--- config.mk ---
export PLATFORM = sky130hd
export DESIGN_NAME = sprite_frame_scheduler
export DESIGN_NICKNAME = d
export VERILOG_FILES = /design/src/rtl/sprite_frame_scheduler.sv
export SDC_FILE = /design/constraint.sdc
export NUM_CORES = 2
export LEC_CHECK = 0
export CORE_ASPECT_RATIO = 0.75
export CORE_MARGIN = 1.5
export CORE_UTILIZATION = 30
export CTS_BUF_LIST = sky130_fd_sc_hd__clkbuf_8
export DETAILED_ROUTE_END_ITERATION = 10
export PLACE_DENSITY_LB_ADDON = 0.1
export SLEW_MARGIN = 0
export SYNTH_ARGS = -nofsm -noshare
export SYNTH_HDL_FRONTEND = slang
export SYNTH_SLANG_ARGS = --single-unit
--- constraint.sdc ---
create_clock -name clk -period 7.33 [get_ports clk]
set_input_delay 1.8325 -clock clk [delete_from_list [all_inputs] [get_ports clk]]
set_output_delay 1.8325 -clock clk [all_outputs]
set_load 0.02 [all_outputs]
--- src/rtl/sprite_frame_scheduler.sv ---
// Double-buffered sprite frame loader: CPU fills a shadow bank, a posted commit
// is copied into the visibility checker on the next vblank rising edge.
module sprite_frame_scheduler #(
    parameter int SPRITE_COUNT = 32
) (
    input  logic        clk,
    input  logic        reset_n,
    input  logic        i_cpu_write,
    input  logic [7:0]  i_cpu_address,
    input  logic [31:0] i_cpu_writedata,
    output logic        o_cpu_waitrequest,
    input  logic        i_vblank,
    output logic        o_chk_write,
    output logic [7:0]  o_chk_address,
    output logic [31:0] o_chk_writedata,
    output logic        o_busy,
    output logic        o_commit_pending,
    output logic        o_frame_done,
    output logic [15:0] o_frame_count,
    output logic        o_overrun
);

    localparam int          SHADOW_WORDS = SPRITE_COUNT + 3;
    localparam int          IDX_W        = $clog2(SHADOW_WORDS);
    localparam logic [7:0]  LAST_IDX     = 8'(SHADOW_WORDS - 1);
    localparam logic [7:0]  COMMIT_ADDR  = 8'(SHADOW_WORDS);
    localparam logic [7:0]  CLEAR_ADDR   = 8'(SHADOW_WORDS + 1);

    typedef enum logic [1:0] {ST_IDLE, ST_COPY, ST_COMMIT, ST_DONE} state_t;

    state_t      r_state;
    logic [7:0]  r_idx;
    logic [31:0] r_shadow [SHADOW_WORDS];
    logic        r_vblank_d;
    logic        r_commit_pending;
    logic        r_overrun;
    logic        r_chk_write;
    logic [7:0]  r_chk_address;
    logic [31:0] r_chk_writedata;
    logic        r_frame_done;
    logic [15:0] r_frame_count;

    logic        w_busy;
    logic        w_accept;
    logic        w_commit;
    logic        w_clear;
    logic        w_vb_rise;
    logic        w_start;
    logic [7:0]  w_next_idx;

    assign w_busy     = (r_state == ST_COPY) || (r_state == ST_COMMIT);
    assign w_accept   = i_cpu_write && !w_busy;
    assign w_commit   = w_accept && (i_cpu_address == COMMIT_ADDR);
    assign w_clear    = w_accept && (i_cpu_address == CLEAR_ADDR);
    assign w_vb_rise  = i_vblank && !r_vblank_d;
    assign w_start    = (r_state == ST_IDLE) && w_vb_rise && r_commit_pending;
    assign w_next_idx = r_idx + 8'd1;

    always_ff @(posedge clk or negedge reset_n) begin
        if (!reset_n) begin
            for (int i = 0; i < SHADOW_WORDS; i++) r_shadow[i] <= '0;
        end else if (w_accept && (i_cpu_address < COMMIT_ADDR)) begin
            r_shadow[i_cpu_address[IDX_W-1:0]] <= i_cpu_writedata;
        end
    end

    // A commit landing in the same cycle as the starting edge is kept for the next edge.
    always_ff @(posedge clk or negedge reset_n) begin
        if (!reset_n) begin
            r_vblank_d       <= 1'b0;
            r_commit_pending <= 1'b0;
            r_overrun        <= 1'b0;
        end else begin
            r_vblank_d <= i_vblank;
            if (w_start)
                r_commit_pending <= w_commit;
            else if (w_commit)
                r_commit_pending <= 1'b1;
            if (w_clear)
                r_overrun <= 1'b0;
            else if (w_commit && r_commit_pending)
                r_overrun <= 1'b1;
        end
    end

    always_ff @(posedge clk or negedge reset_n) begin
        if (!reset_n) begin
            r_state         <= ST_IDLE;
            r_idx           <= '0;
            r_chk_write     <= 1'b0;
            r_chk_address   <= '0;
            r_chk_writedata <= '0;
            r_frame_done    <= 1'b0;
            r_frame_count   <= '0;
        end else begin
            case (r_state)
                ST_IDLE: begin
                    if (w_start) begin
                        r_state         <= ST_COPY;
                        r_idx           <= '0;
                        r_chk_write     <= 1'b1;
                        r_chk_address   <= '0;
                        r_chk_writedata <= r_shadow[0];
                    end
                end
                ST_COPY: begin
                    if (r_idx == LAST_IDX) begin
                        r_state         <= ST_COMMIT;
                        r_chk_address   <= COMMIT_ADDR;
                        r_chk_writedata <= '0;
                    end else begin
                        r_idx           <= w_next_idx;
                        r_chk_address   <= w_next_idx;
                        r_chk_writedata <= r_shadow[w_next_idx[IDX_W-1:0]];
                    end
                end
                ST_COMMIT: begin
                    r_state         <= ST_DONE;
                    r_chk_write     <= 1'b0;
                    r_chk_address   <= '0;
                    r_chk_writedata <= '0;
                    r_frame_done    <= 1'b1;
                    r_frame_count   <= r_frame_count + 16'd1;
                end
                ST_DONE: begin
                    r_state      <= ST_IDLE;
                    r_frame_done <= 1'b0;
                end
                default: r_state <= ST_IDLE;
            endcase
        end
    end

    assign o_cpu_waitrequest = w_busy;
    assign o_busy            = w_busy;
    assign o_chk_write       = r_chk_write;
    assign o_chk_address     = r_chk_address;
    assign o_chk_writedata   = r_chk_writedata;
    assign o_commit_pending  = r_commit_pending;
    assign o_frame_done      = r_frame_done;
    assign o_frame_count     = r_frame_count;
    assign o_overrun         = r_overrun;

endmodule

==> flow_summary.yaml <==
global_route:
  overflow: 0
  track_usage: 0.196
  grt_pass1_wl_mm: 269
  antenna_found_initial: 8
  grt_pass1_vias: 36300
  grt_max_degree: 157
cts:
  htree_num_levels: 4
  cts_resized: 0
  holdBufCountCts: 0
  post_cts.repair.setup_buffers: 0
  path_clk_slew_ns: 0.06
  numCtsBuffers: 207
  clk_latency_ns: 0.96
  clockBufferDepth: 3
  cts-root-buf: "clkbuf_8"
  cts_tree: "yes"
  cts.sinks: 1191
floorplan:
  start_util: 0.303
  dieArea_sq_um: 186000
  die_h_um: 374
  io-pin-count: 106
  core_sq_um: 181000
  rows: 135
  die_w_um: 498
place:
  hpwl_mm: 102
  place_area_sq_um: 58900
  io_buffers: 105
  place_congestion: 0.716
logic_synthesis:
  netlist_area_sq_um: 55100
  async_flop_share: 1.00
  synth_area_leaders: "dfrtp_1 54%, mux2_2 24%, mux2i_1 6.4%, a22oi_1 1.8%, clkbuf_1 1.4%"
  ys_ff_latch: 1191
  yosys_warnings: 0
  seq_area_frac_synth: 0.541
  yosys_most_used_dff: "dfrtp_1"
  syn_area_per_cell_sq_um: 13.6
  syn-instance-count: 4035
  syn_nets: 4087
  synth_top_cell_by_area: "dfrtp_1"
  synth_edf_count: 0
  netlist.area_leader.share: 0.541
  synth_cell_type_count: 54
job:
  maxCapViolations: 0
setup_path:
  required_ns: 8.15
  crit_chain: "inv_2, ha_4, clkinv_2, nor2_4, buf_4, o2bb2ai_1, a221o_1, o22ai_1, a21oi_1"
  path_buf_inv: 3
  cp_slowest_cell: "dfrtp_1"
  worstPathMaxFanout: 39
  setup.worst_path.class: "flop to flop"
  cpPeakStageDelay_ns: 0.88
  end_kind: "flop"
  cp-start-kind: "flop"
  crit_family: "buffers and inverters"
  cp_data_arrival_time_ns: 5.76
finish:
  synthToLayoutAreaGrowth_pct: 14.4
  drive_gt1_frac: 0.394
  nNetsFinal: 4137
  fill_cells: 17800
  seqCellArea_sq_um: 29800
  multiInputGateArea_sq_um: 23800
  fin_area_sq_um: 63000
timing:
  period_share: 0.673
  tns_ns: 0
  setup_violations: 0
  slew_headroom: 0.114
  finalHoldViolations: 0
  fmax_mhz: 203
  hold_slack_ns: 0.477
  skew_ns: 0.0647
  tightest_slew_ns: 1.33
  slew_violations: 0
  finalCriticalPeriod_ns: 4.93
  rsz0062_at_grt: "no"
min_path:
  hp-class: "flop to flop"
route:
  avgViaCountPerCell: 5.20
  drcViolationCount: 0
  dr_total_vias: 34500
  dr.pass1.iters: 4
  antenna_left: 0
  first_iter_violations: 2019
  finalWirelength_mm: 183
  routedWlPerCell_um: 27.5
status:
  outcome: "finished clean"
power_and_ir_drop:
  p_leak_uw: 0.0291
  irDropWorstVdd_v: 0.000142
  cellPowerDensity_nw_per_um2: 207
-- placed cells by master, fill, tap and decap left out, types with 8 or more instances in the layout --
master	instances
mux2i_1	352
nand3_1	14
o2bb2ai_1	33
a2111oi_0	63
o22ai_1	96
buf_12	26
a21oi_1	36
xnor2_1	13
nand2_1	28
nor4_1	32
clkinvlp_4	8
dfrtp_1	1191
mux2_2	1189
a221o_1	32
diode_2	9
clkbuf_8	256
inv_1	73
clkdlybuf4s50_1	98
nor2_1	10
a22oi_1	128
o21ai_0	14
a211oi_1	64
mux2_1	60
a221oi_1	32
and3_1	67
and2_1	70
clkinv_2	27
nor2_4	29
buf_4	94
-- per-stage QoR --
| step | utilization | setup WS [ns] | power (uW) | std cells |
|---|---|---|---|---|
| global route | 0.347 | 2.13 | 13600 | 6641 |
| floorplan | - | 3.67 | 6790 | 4035 |
| finish | 0.347 | 2.40 | 13000 | 6647 |
| global placement | 0.325 | 1.75 | 7050 | 6273 |
| CTS | 0.347 | 2.18 | 13300 | 6638 |
| detailed placement | 0.325 | 1.77 | 7050 | 6273 |
-- layout make-up --
type	instances	area share
sequential	1191	0.473
multi-input combinational	2452	0.378
clock buffer	256	0.0559
tap	2397	0.0476
timing repair buffer	224	0.0355
clock inverter	109	0.00854
inverter	9	0.000576
antenna	9	0.000357
-- metal layers --
| metal | GRT usage | share of wire |
|---|---|---|
| met4 | 0.0426 | 0.018 |
| met2 | 0.302 | 0.45 |
| met1 | 0.289 | 0.50 |
| met5 | 0 | 0 |
| met3 | 0.0292 | 0.033 |
-- tightest hold or removal path: cells and delay by family (launching register included) --
family / cells / cell delay (ns)
flops: 1 / 0.34
simple gates: 1 / 0.05
compound gates: 1 / 0.06
-- flip-flops by register name, indices dropped and copies added, names as in the netlist, 2 cells and up --
name	cells
r_state	2
o_frame_count	16
r_idx	8
r_shadow	1120
o_chk_address	8
o_chk_writedata	32
-- logic make-up after synthesis --
logic type | after synthesis | synth area share
flip-flops | 1191 | 0.541
adder cells (fa/ha/maj) | 8 | 0.00182
AO/OA/AOI/OAI | 521 | 0.0712
XOR/XNOR | 21 | 0.00348
buffers and inverters | 392 | 0.0315
AND/OR/NAND/NOR | 301 | 0.0312
multiplexers | 1601 | 0.319
-- Yosys cell counts (2+ instances only) --
| cell type | n |
|---|---|
| buf_4 | 39 |
| nor4_1 | 32 |
| and2_1 | 70 |
| inv_2 | 2 |
| a221oi_1 | 32 |
| a211oi_1 | 64 |
| nor2_2 | 10 |
| mux2i_1 | 352 |
| or3_1 | 6 |
| buf_1 | 45 |
| dfrtp_1 | 1191 |
| xor2_1 | 7 |
| a21o_1 | 2 |
| nor3_1 | 3 |
| nor2b_1 | 4 |
| o21ai_0 | 15 |
| nand3b_1 | 6 |
| nor2_1 | 30 |
| and3_1 | 67 |
| clkbuf_1 | 207 |
| nor3b_1 | 5 |
| nand4_1 | 7 |
| or3b_2 | 2 |
| o21ai_1 | 3 |
| xnor2_1 | 13 |
| o2bb2ai_1 | 33 |
| o22ai_1 | 97 |
| ha_1 | 8 |
| nand2b_1 | 3 |
| buf_2 | 92 |
| nand2_1 | 38 |
| inv_1 | 7 |
| a2111oi_0 | 64 |
| a22oi_1 | 129 |
| a21oi_1 | 36 |
| nand3_1 | 14 |
| o31ai_1 | 5 |
| mux2_2 | 1189 |
| mux2_1 | 60 |
| a221o_1 | 32 |
-- worst paths after layout --
check | start | end | slack (ns) | depth (start not counted)
max | r_idx[0] | o_chk_writedata[17] | 2.40 | 9
min | o_chk_address[4] | o_chk_address[4] | 0.48 | 2
max reg2reg | r_idx[0] | o_chk_writedata[17] | 2.40 | 9
min reg2reg | o_chk_address[4] | o_chk_address[4] | 0.48 | 2
max in group asynchronous | reset_n | r_shadow[73] | 4.82 | 2
min in group asynchronous | reset_n | r_shadow[823] | 0.88 | 1
-- power breakdown --
part	internal, uW	switching, uW
clock	3140	2960
combinational	59.5	269
sequential	6580	3.14
No activity file was read; power rests on OpenSTA's default activity.
